$ cat src/rtl/ram_arbiter.sv
// Two-requester arbiter in front of a single-port synchronous-read Data_RAM.
// Tie-break: fixed priority to requester 0 unless RAM_ARB_ROUND_ROBIN_EN is defined.
module ram_arbiter #(
  parameter int ADDR_W = 10,
  parameter int DATA_W = 8
) (
  input  logic              clk,
  input  logic              rst_n,
  input  logic              req0,
  input  logic              req1,
  input  logic              we0,
  input  logic              we1,
  input  logic [ADDR_W-1:0] addr0,
  input  logic [ADDR_W-1:0] addr1,
  input  logic [DATA_W-1:0] wdata0,
  input  logic [DATA_W-1:0] wdata1,
  output logic              gnt0,
  output logic              gnt1,
  output logic              rvalid0,
  output logic              rvalid1,
  output logic [DATA_W-1:0] rdata0,
  output logic [DATA_W-1:0] rdata1,
  output logic              ram_we,
  output logic [ADDR_W-1:0] ram_addr,
  output logic [DATA_W-1:0] ram_wdata,
  input  logic [DATA_W-1:0] ram_rdata
);

  logic              ram_we_q,    ram_we_d;
  logic [ADDR_W-1:0] ram_addr_q,  ram_addr_d;
  logic [DATA_W-1:0] ram_wdata_q, ram_wdata_d;
  logic              rd1_v_q,  rd1_v_d;
  logic              rd1_id_q, rd1_id_d;
  logic              rd2_v_q,  rd2_v_d;
  logic              rd2_id_q, rd2_id_d;

`ifdef RAM_ARB_ROUND_ROBIN_EN
  typedef enum logic {PRI_REQ0 = 1'b0, PRI_REQ1 = 1'b1} prio_e;
  prio_e prio_q, prio_d;

  always_comb begin
    gnt0 = 1'b0;
    gnt1 = 1'b0;
    if (rst_n) begin
      if (req0 && req1) begin
        if (prio_q == PRI_REQ0) gnt0 = 1'b1;
        else                    gnt1 = 1'b1;
      end else begin
        gnt0 = req0;
        gnt1 = req1;
      end
    end
  end

  // Pointer favours whichever requester was not granted last.
  always_comb begin
    prio_d = prio_q;
    if (gnt0)      prio_d = PRI_REQ1;
    else if (gnt1) prio_d = PRI_REQ0;
  end

  always_ff @(posedge clk or negedge rst_n) begin
    if (!rst_n) prio_q <= PRI_REQ0;
    else        prio_q <= prio_d;
  end
`else
  always_comb begin
    gnt0 = rst_n & req0;
    gnt1 = rst_n & req1 & ~req0;
  end
`endif

  always_comb begin
    ram_we_d    = 1'b0;
    ram_addr_d  = ram_addr_q;
    ram_wdata_d = ram_wdata_q;
    rd1_v_d     = 1'b0;
    rd1_id_d    = 1'b0;
    if (gnt0) begin
      ram_we_d    = we0;
      ram_addr_d  = addr0;
      ram_wdata_d = wdata0;
      rd1_v_d     = ~we0;
      rd1_id_d    = 1'b0;
    end else if (gnt1) begin
      ram_we_d    = we1;
      ram_addr_d  = addr1;
      ram_wdata_d = wdata1;
      rd1_v_d     = ~we1;
      rd1_id_d    = 1'b1;
    end
    // Second tag stage lines up with the RAM's one-cycle read latency.
    rd2_v_d  = rd1_v_q;
    rd2_id_d = rd1_id_q;
  end

  always_ff @(posedge clk or negedge rst_n) begin
    if (!rst_n) begin
      ram_we_q    <= 1'b0;
      ram_addr_q  <= '0;
      ram_wdata_q <= '0;
      rd1_v_q     <= 1'b0;
      rd1_id_q    <= 1'b0;
      rd2_v_q     <= 1'b0;
      rd2_id_q    <= 1'b0;
    end else begin
      ram_we_q    <= ram_we_d;
      ram_addr_q  <= ram_addr_d;
      ram_wdata_q <= ram_wdata_d;
      rd1_v_q     <= rd1_v_d;
      rd1_id_q    <= rd1_id_d;
      rd2_v_q     <= rd2_v_d;
      rd2_id_q    <= rd2_id_d;
    end
  end

  assign ram_we    = ram_we_q;
  assign ram_addr  = ram_addr_q;
  assign ram_wdata = ram_wdata_q;
  assign rvalid0   = rd2_v_q & ~rd2_id_q;
  assign rvalid1   = rd2_v_q &  rd2_id_q;
  assign rdata0    = ram_rdata;
  assign rdata1    = ram_rdata;

endmodule

$ cat config.mk
export PLATFORM = sky130hd
export DESIGN_NAME = ram_arbiter
export DESIGN_NICKNAME = d
export VERILOG_FILES = /design/src/rtl/ram_arbiter.sv
export SDC_FILE = /design/constraint.sdc
export NUM_CORES = 1
export LEC_CHECK = 0
export CORE_UTILIZATION = 35
export CTS_CLUSTER_DIAMETER = 80
export DETAILED_ROUTE_END_ITERATION = 6
export GPL_TIMING_DRIVEN = 0
export PLACE_DENSITY = 0.81
export REMOVE_ABC_BUFFERS = 1
export SETUP_SLACK_MARGIN = 0.4
export SYNTH_ARGS = -nofsm -noshare
export SYNTH_HDL_FRONTEND = slang
export SYNTH_SLANG_ARGS = --single-unit
$ cat constraint.sdc
create_clock -name clk -period 1 [get_ports clk]
set_input_delay 0.2 -clock clk [delete_from_list [all_inputs] [get_ports clk]]
set_output_delay 0.2 -clock clk [all_outputs]
set_load 0.03 [all_outputs]
-- Word level (Yosys, flattened, before mapping)
Index checks and enable logic that the tools add are counted.
- register bits after elaboration: 23
- output and inout bits: 39
- logic and storage cells: 27
- input port bits: 50
- bitwise operators: 9
- muxes and demuxes: 10
- reductions and logical operators: 1
- operators with widths (operator ; count):
    $mux W10 ; 2
    $mux W8 ; 2
    $mux W1 ; 6
    $and A1 B1 Y1 ; 5
    $not A1 Y1 ; 4
    $reduce_bool A2 Y1 ; 1

-- Logic depth before layout (Yosys ltp)
Gate-level depths: netlist of run 1.
- word-level depth: 4
- depth in mapped cells: 4
- mapped depth without buffers: 2

-- Least setup slack after synthesis of run 1
OpenSTA, ideal clock, no wires.
- kind: input -> output
- start: input port rst_n
- end: output port gnt1
- data arrival time: 924 ps
- cell stages on the path: 3
- path slack: -124 ps
- required time: 800 ps
- buffers on the path: 1
- cell sequence: nor2b_1 clkbuf_1 and2_1
- cells in the longest elaborated chain, start to end: 2
- RTL lines (what ; RTL line ; RTL):
    start: declaration ; 8 ; input logic rst_n,
    $and A1 B1 Y1 (2 in series) ; 69 ; gnt1 = rst_n & req1 & ~req0;
    end: declaration ; 18 ; output logic gnt1,
No other way between the ends.

-- Worst setup path after layout of run 1
- start: register rd2_id_q
- end: output port rvalid1
- cells in the longest elaborated chain, start to end: 1
- RTL lines (what ; RTL line ; RTL):
    start: declaration ; 35 ; logic rd2_id_q, rd2_id_d;
    start signal: assignment ; 113 ; rd2_id_q <= rd2_id_d;
    $and A1 B1 Y1 ; 121 ; assign rvalid1 = rd2_v_q & rd2_id_q;
    end: declaration ; 20 ; output logic rvalid1,
No other way between the ends.

==> impl_metrics.tcl, run 1 <==
set metrics [dict create \
    vias_in_the_first_global_route 1071 \
    rsz0062_at_grt "true" \
    worstPathRequired_ns 0.80 \
    drt_iter0_markers 117 \
    most-common-layout-cells "dlygate4sd2_1, inv_1, buf_6" \
    yosysWarningCount 0 \
    failing_checks "negative setup slack" \
    worst_slew_margin_rel_pct 80.6 \
    dieArea_um2 3840 \
    post_synth_num_cell_types 17 \
    power.density_cell_area_nw_per_um2 1180 \
    ant_nets 0 \
    post-route-min-period_ns 1.19 \
    total_power_uw 2530 \
    critical_path_sink "rvalid1" \
    regToRegStartpoint "ram_addr[3]" \
    finalCritPeriodShare_pct 119 \
    synth-seq-area-share_pct 45.7 \
    core_region_area_um2 3390 \
    outcome "finished, violations left" \
    global_route_wire_length_before_repair_mm 5.11 \
    routed_wirelength_mm 3.69 \
    placement_row_count 21 \
    min_path_type "primary input to asynchronous set/reset pin" \
    routedLengthMet1_mm 1.53 \
    antenna_found_initial 0 \
    die_height_um 62.0 \
    groute.usage.overall_pct 19.0 \
    postSynthRegisterBits 23 \
    hpwl_mm 2.01 \
    finalSetupViolCount 21 \
    io-pin-count 89 \
    cts_htree_levels 1 \
    r2r_setup_slack_ns 0.17 \
    clock_path_buffers 2 \
    cellLeakagePower_uw 0.00114 \
    top_layer "met3" \
    area_overhead_vs_synth_pct 69.8 \
    place.gp.congestion 0.673 \
    numClockSinks 23 \
    cts.reportedPaths.clkPinSlew_ns 0.12 \
    timing.reg2reg.worst_path_depth 3 \
    holdWs_ns 0.0466 \
    critPathKind "register to output pin" \
    timing.critical_path.from_type "register" \
    synth.top_cells.by_area "dfrtp_1, a222oi_1, inv_1, nor2b_1, buf_4" \
    tritoncts.num_buffers 3 \
    fmax_mhz 838 \
    worst_ep_arrival_time_ns 0.99 \
    fillerInstances 294 \
    maxCapViolCount 0 \
    layout_setup_ws_ns -0.194 \
    cp-startpoint "rd2_id_q" \
    floorplan.initialDensity_pct 37.1 \
    critical_path.endpoint_type "output pin" \
    reg2reg_to "ram_addr[3]" \
    die_x_um 62.0 \
    route.detailed.drc 0 \
    cts-root-buf "clkbuf_4" \
    cts_tree "built" \
    finalHoldViolCount 0 \
    yosysTopAreaCellShare_pct 45.7 \
    grt_start_max_net_pins 24 \
    worst-path-max-fanout 2 \
    num-nets-final 250 \
    netlist_area_um2 1260 \
    timing.final.max_slew_violations 0 \
    leading_area_contributor_after_synthesis "dfrtp_1" \
    worst_slew_pin_slew_ns 0.291 \
    routedWlPerCell_um 15.1 \
    layout_commonest_cell "dlygate4sd2_1" \
    post-route-util_pct 63.0 \
    dr_wl_met3_um 369 \
    antennaDiodeCount 0 \
    drive_gt1_share_pct 29.6 \
    vias_per_cell 4.81 \
    met2WireLength_mm 1.79 \
    post_synth_inst_count 131 \
    numPortBuffers 64 \
    timing.clock.skew_ns 0.000198 \
    grt-ovfl-total 0 \
    vdd.ir_drop.worst_mv 0.590 \
    dr_total_vias 1178 \
    clock_insertion_delay_worst_skew_ns 0.30 \
    detail_route.first_pass.iterations 5 \
    postSynthAreaPerCell_um2 9.61 \
]
sequential cells by signal, indices dropped and copies added, names as in the netlist:
signal,cells
ram_wdata,8
rd2_id_q,1
rd1_v_q,1
rd2_v_q,1
ram_we,1
ram_addr,10
rd1_id_q,1
routing by layer:
metal	up-vias	GRT usage, %
met5	-	0
met4	0	3.81
met3	0	7.25
met2	80	33.9
met1	546	21.6
li1	552	-
layout make-up:
class | count | area [um2] | share of cell area (%)
Clock buffer | 4 | 26.3 | 1.23
Inverter | 36 | 135 | 6.32
Multi-Input combinational cell | 51 | 427 | 20.0
Sequential cell | 23 | 576 | 26.9
Tap cell | 46 | 57.6 | 2.69
Timing Repair Buffer | 85 | 916 | 42.9
report_power, final:
| group | switching, uW | internal [uW] | total [uW] |
|---|---|---|---|
| combinational | 473 | 525 | 999 |
| sequential | 73.0 | 1030 | 1110 |
| clock | 267 | 156 | 422 |
| total | 813 | 1710 | 2530 |
cell families after synthesis:
kind of cell,synth area share (%)
DFF,45.7
and+or+nand+nor,14.1
AOI/OAI and AO/OA,16.2
buffers and inverters,24.0
cells in the mapped netlist (all sizes together):
| cell type | n |
|---|---|
| o21ai | 1 |
| and2 | 4 |
| nand2 | 1 |
| buf | 19 |
| inv | 36 |
| a222oi | 18 |
| dfrtp | 23 |
| nor3b | 1 |
| nand3b | 1 |
| clkbuf | 4 |
| nor2b | 21 |
| a21boi | 1 |
| o21a | 1 |
worst max-delay path: stages (launching register included):
cell and delay [ns]:
dfrtp_1 0.41, and2_1 0.15, buf_6 0.13
worst min path at each step:
stage / from / endpoint
2_1_floorplan: rst_n / ram_addr[0]
3_3_place_gp: rd1_v_q / rd2_v_q
3_5_place_dp: rd1_v_q / rd2_v_q
4_1_cts: req0 / ram_we
5_1_grt: rst_n / rd1_id_q
6_report: rst_n / rd1_id_q
through the flow:
step / std cells / cell area, um2 / setup TNS (ns) / setup slack, ns
final: 245 / 2140 / -1.49 / -0.194
after global routing: 245 / 2140 / -2.40 / -0.244
after CTS: 240 / 2080 / -1.68 / -0.188
after detailed placement: 218 / 1790 / -66.75 / -2.87
after global placement: 218 / 1790 / -65.29 / -2.83
after floorplan: 108 / 1090 / -4.36 / -0.457
timing repair:
item	4_1_cts	5_1_grt
setup buffers	10	4
hold buffers	3	0
cloned	5	1
endpoints found under the hold margin	23	0
pin swaps	22	18
gates resized for setup	235	6
endpoints found under the setup margin	67	46
(Power assumes the default switching activity.)
==> inputs of run 2 (changes only) <==
Settings changed: SETUP_SLACK_MARGIN 0.4 to 0.15.
==> impl_metrics.tcl, run 2 (synthesized netlist as in run 1, its figures left out) <==
set metrics [dict create \
    worst_slew_pin_slew_ns 0.489 \
    timing.clock.skew_ns 0.000920 \
    critical_path.endpoint_type "output pin" \
    hpwl_mm 2.01 \
    post-route-min-period_ns 1.18 \
    groute.usage.overall_pct 17.2 \
    area_overhead_vs_synth_pct 63.6 \
    clock_path_buffers 2 \
    ant_nets 0 \
    clock_insertion_delay_worst_skew_ns 0.30 \
    finalHoldViolCount 0 \
    antennaDiodeCount 0 \
    global_route_wire_length_before_repair_mm 4.68 \
    netSwitchingFraction_pct 31.4 \
    drt_iter0_markers 82 \
    worst_ep_arrival_time_ns 0.98 \
    floorplan.initialDensity_pct 37.1 \
    holdWs_ns 0.123 \
    fmax_mhz 849 \
    antenna_found_initial 0 \
    routedWlPerCell_um 14.3 \
    num-nets-final 246 \
    vias_in_the_first_global_route 993 \
    critPathKind "register to output pin" \
    cellLeakagePower_uw 0.00103 \
    routed_wirelength_mm 3.45 \
    place.gp.congestion 0.673 \
    cts_tree "built" \
    grt-ovfl-total 0 \
    worstPathRequired_ns 0.80 \
    critPathMaxStageDelay_ns 0.39 \
    timing.critical_path.slowest_stage_cell "dfrtp_1" \
    pwr-share-seq_pct 43.8 \
    detail_route.first_pass.iterations 5 \
    timing.critical_path.from_type "register" \
    worst-path-max-fanout 2 \
    numClockSinks 23 \
    route.detailed.drc 0 \
    largest_reg_flops 10 \
    post-route-util_pct 60.8 \
    timing.final.max_slew_violations 0 \
    min_path_type "primary input to register" \
    power.net_switching_uw 793 \
    die_height_um 62.0 \
    layout_commonest_cell "clkdlybuf4s50_1" \
    die_x_um 62.0 \
    outcome "finished, violations left" \
    failing_checks "negative setup slack" \
    vias_per_cell 4.77 \
    drive_gt1_share_pct 28.7 \
    grt_start_max_net_pins 24 \
    cts_htree_levels 1 \
    rsz0062_at_grt "true" \
    pre_cts_ws_ns -2.87 \
    io-pin-count 89 \
    kind_of_cell_adding_the_most_delay_to_the_critical_path "flip-flops" \
    tritoncts.num_buffers 3 \
    comb_power_share_pct 39.6 \
    finalSetupViolCount 21 \
    cell_internal_pwr_uw 1730 \
    dieArea_um2 3840 \
    maxCapViolCount 0 \
    crit_chain "nor2b_1 > buf_4" \
    cts.reportedPaths.clkPinSlew_ns 0.11 \
    total_power_uw 2520 \
    most-common-layout-cells "clkdlybuf4s50_1, inv_1, buf_6" \
    layout_setup_ws_ns -0.178 \
    placement_row_count 21 \
    numPortBuffers 64 \
    cts-root-buf "clkbuf_4" \
    power.density_cell_area_nw_per_um2 1230 \
    finalCritPeriodShare_pct 118 \
    worst_slew_margin_rel_pct 67.3 \
    dr_total_vias 1149 \
    vdd.ir_drop.worst_mv 0.596 \
    core_region_area_um2 3390 \
    share_clk_of_total_power_pct 16.6 \
    critical_path_buf_inv_count 1 \
]
-- run 2: cell count changes in the layout (fill, tap and decap cells not counted), sizes merged --
cell,delta
clkdlybuf4s50,+36
dlygate4sd2,-36
buf,-1
clkbuf,-1
dlymetal6s4s,-1
nor2b,-1
-- run 2: power groups by stage --
stage	Combinational (uW)	Sequential, uW	Clock [uW]
2_1_floorplan	194	1300	0
3_3_place_gp	827	1100	0
3_5_place_dp	839	1100	0
4_1_cts	940	1100	439
5_1_grt	1060	1110	481
6_report	1000	1100	418
-- run 2: worst reg2reg max path, stage by stage, from the launching register on --
cell and delay, ns:
dfrtp_1 0.38, buf_4 0.12, buf_4 0.09, inv_1 0.03, a222oi_1 0.23
-- run 2: path summary, 6_finish.rpt --
kind	start	to	slack, ns	depth (start not counted)
worst max-delay path	rd2_v_q	rvalid0	-0.18	2
worst min-delay path	rst_n	rd1_v_q	0.12	2
worst max register to register	ram_wdata[1]	ram_wdata[1]	0.06	4
worst min register to register	rd1_v_q	rd2_v_q	0.37	0
max in group asynchronous	rst_n	ram_addr[7]	0.21	3
min in group asynchronous	rst_n	ram_wdata[3]	0.40	2
-- run 2: what timing repair did --
action	CTS	global route
buffers inserted	7	8
hold endpoints to repair	23	0
setup endpoints to repair	67	27
gates cloned	2	0
pin swaps	3	9
resized for setup	187	8
hold buffers	2	0
-- run 2: layout make-up --
class	instances	area, um2
Inverter	36	135
Fill cell	277	1330
Sequential cell	23	576
Timing Repair Buffer	82	855
Multi-Input combinational cell	50	410
Tap cell	46	57.6
Clock buffer	4	26.3
-- run 2: metal layers --
metal / GRT usage, % / part of all wire (%) / up-vias
met5: 0 / 0 / -
met4: 3.81 / 0.29 / 0
met3: 7.25 / 11 / 2
met2: 30.1 / 48 / 80
met1: 19.5 / 41 / 522
li1: - / - / 545
-- run 2: through the flow --
stage | TNS, ns | instances | instance area (um2)
4_1_cts | -1.68 | 233 | 1990
2_1_floorplan | -4.36 | 108 | 1090
5_1_grt | -2.36 | 241 | 2060
6_report | -1.44 | 241 | 2060
3_3_place_gp | -65.29 | 218 | 1790
3_5_place_dp | -66.75 | 218 | 1790
==> inputs of run 3 (changes only) <==
Settings changed: SLEW_MARGIN set to 20.
==> impl_metrics.tcl, run 3 (synthesized netlist as in run 1, its figures left out) <==
set metrics [dict create \
    outcome "finished, violations left" \
    failing_checks "negative setup slack" \
    rsz0062_at_grt "true" \
    vdd.ir_drop.worst_mv 0.598 \
    timing.critical_path.from_type "register" \
    dieArea_um2 3840 \
    drive_gt1_share_pct 27.8 \
    timing.final.max_slew_violations 0 \
    min-delay-start "rst_n" \
    finalHoldViolCount 0 \
    floorplan.initialDensity_pct 37.1 \
    whs_path_depth 2 \
    num-nets-final 245 \
    timing.reg2reg.worst_path_depth 4 \
    met2WireLength_mm 1.65 \
    power.net_switching_uw 792 \
    grt_start_max_net_pins 24 \
    detail_route.first_pass.iterations 5 \
    drt_iter0_markers 84 \
    dp_cells 218 \
    antennaDiodeCount 0 \
    vias_in_the_first_global_route 1013 \
    cts-root-buf "clkbuf_4" \
    die_height_um 62.0 \
    total_power_uw 2540 \
    ant_nets 0 \
    timing.clock.skew_ns 0.000511 \
    largest_reg_flops 10 \
    finalSetupViolCount 21 \
    clock_insertion_delay_worst_skew_ns 0.30 \
    layout_setup_ws_ns -0.181 \
    worst_slew_pin_slew_ns 0.497 \
    io-pin-count 89 \
    netSwitchingFraction_pct 31.2 \
    cts_htree_levels 1 \
    dr_wl_met3_um 474 \
    route.detailed.drc 0 \
    reg2reg_to "ram_addr[3]" \
    finalCritPeriodShare_pct 118 \
    hold_end "rd1_v_q" \
    pwr-share-seq_pct 43.7 \
    tritoncts.num_buffers 3 \
    regToRegStartpoint "ram_addr[3]" \
    antenna_found_initial 0 \
    numPortBuffers 64 \
    routed_wirelength_mm 3.46 \
    worstPathRequired_ns 0.80 \
    r2r_setup_slack_ns 0.08 \
    cell_internal_pwr_uw 1740 \
    cellLeakagePower_uw 0.00105 \
    dr_total_vias 1157 \
    share_clk_of_total_power_pct 16.3 \
    fmax_mhz 846 \
    top_layer "met3" \
    power.density_cell_area_nw_per_um2 1220 \
    fin_setup_tns_ns -1.37 \
    critical_path.endpoint_type "output pin" \
    vias_per_cell 4.82 \
    core_region_area_um2 3390 \
    grt-ovfl-total 0 \
    routedWlPerCell_um 14.4 \
    fillerInstances 278 \
    most-common-layout-cells "clkdlybuf4s50_1, inv_1, buf_6" \
    post-route-min-period_ns 1.18 \
    place.gp.congestion 0.673 \
    numClockSinks 23 \
    critPathKind "register to output pin" \
    routedLengthMet1_mm 1.33 \
    global_route_wire_length_before_repair_mm 4.89 \
    hpwl_mm 2.03 \
    cts_tree "built" \
    groute.usage.overall_pct 18.1 \
    worst-path-max-fanout 2 \
    worst_slew_margin_rel_pct 66.7 \
    layout_commonest_cell "clkdlybuf4s50_1" \
    clock_path_buffers 2 \
    area_overhead_vs_synth_pct 65.2 \
    instances_no_fill 240 \
    die_x_um 62.0 \
    comb_power_share_pct 40.0 \
    cts.reportedPaths.clkPinSlew_ns 0.12 \
    min_path_type "primary input to register" \
    worst_ep_arrival_time_ns 0.98 \
    maxCapViolCount 0 \
    placement_row_count 21 \
]
[run 3: changes by cell type in the layout (fill, tap and decap cells not counted), sizes merged]
cell / before / now
buf: 41 / 40
dlygate4sd3: 2 / 1
dlymetal6s4s: 0 / 1
[run 3: how the worst max path moves through the flow]
stage	to	slack, ns	cells after the start	startpoint
final	rvalid1	-0.18	2	rd2_v_q
after global routing	rvalid0	-0.25	2	rd2_id_q
after CTS	rvalid1	-0.19	2	rd2_v_q
after detailed placement	gnt1	-1.61	4	rst_n
after global placement	gnt1	-2.83	4	rst_n
after floorplan	gnt1	-0.46	2	rst_n
[run 3: repair_timing]
| item | 4_1_cts | 5_1_grt |
|---|---|---|
| gates cloned | 2 | 0 |
| buffers inserted | 7 | 7 |
| pin swaps | 3 | 7 |
| endpoints found under the setup margin | 44 | 29 |
| hold buffers | 2 | 0 |
| gates resized for setup | 181 | 11 |
| hold endpoints to repair | 23 | 0 |
[run 3: critical path: stages, from the launching register on]
cell and delay (ns):
dfrtp_1 0.40, and2_4 0.16, buf_6 0.13
[run 3: cell type report]
class                      count  area, um2  share of cell area (%)
timing repair buffer          81        875                    42.1
sequential                    23        576                    27.7
multi-input combinational     50        410                    19.7
inverter                      36        135                    6.50
tap                           46       57.6                    2.77
clock buffer                   4       26.3                    1.26
[run 3: power groups by stage]
stage | logic [uW] | registers, uW | clock network, uW
CTS | 951 | 1110 | 438
finish | 1020 | 1110 | 413
detailed placement | 836 | 1100 | 0
global route | 1080 | 1120 | 479
floorplan | 194 | 1300 | 0
global placement | 827 | 1100 | 0
[run 3: per-stage QoR]
| stage | utilization [%] | worst slack, ns | cell area (um2) | hold WS, ns |
|---|---|---|---|---|
| 6_report | 61.4 | -0.181 | 2080 | 0.115 |
| 5_1_grt | 61.4 | -0.246 | 2080 | 0.0947 |
| 4_1_cts | 59.1 | -0.187 | 2000 | 0.117 |
| 3_5_place_dp | 52.8 | -1.61 | 1790 | 0.236 |
| 3_3_place_gp | 52.8 | -2.83 | 1790 | 0.331 |
| 2_1_floorplan | - | -0.457 | 1090 | -0.0956 |
[run 3: routing by layer]
metal	track usage (%)	up-vias
met4	3.81	0
met3	7.25	0
li1	-	546
met1	20.1	526
met2	32.5	85
met5	0	-
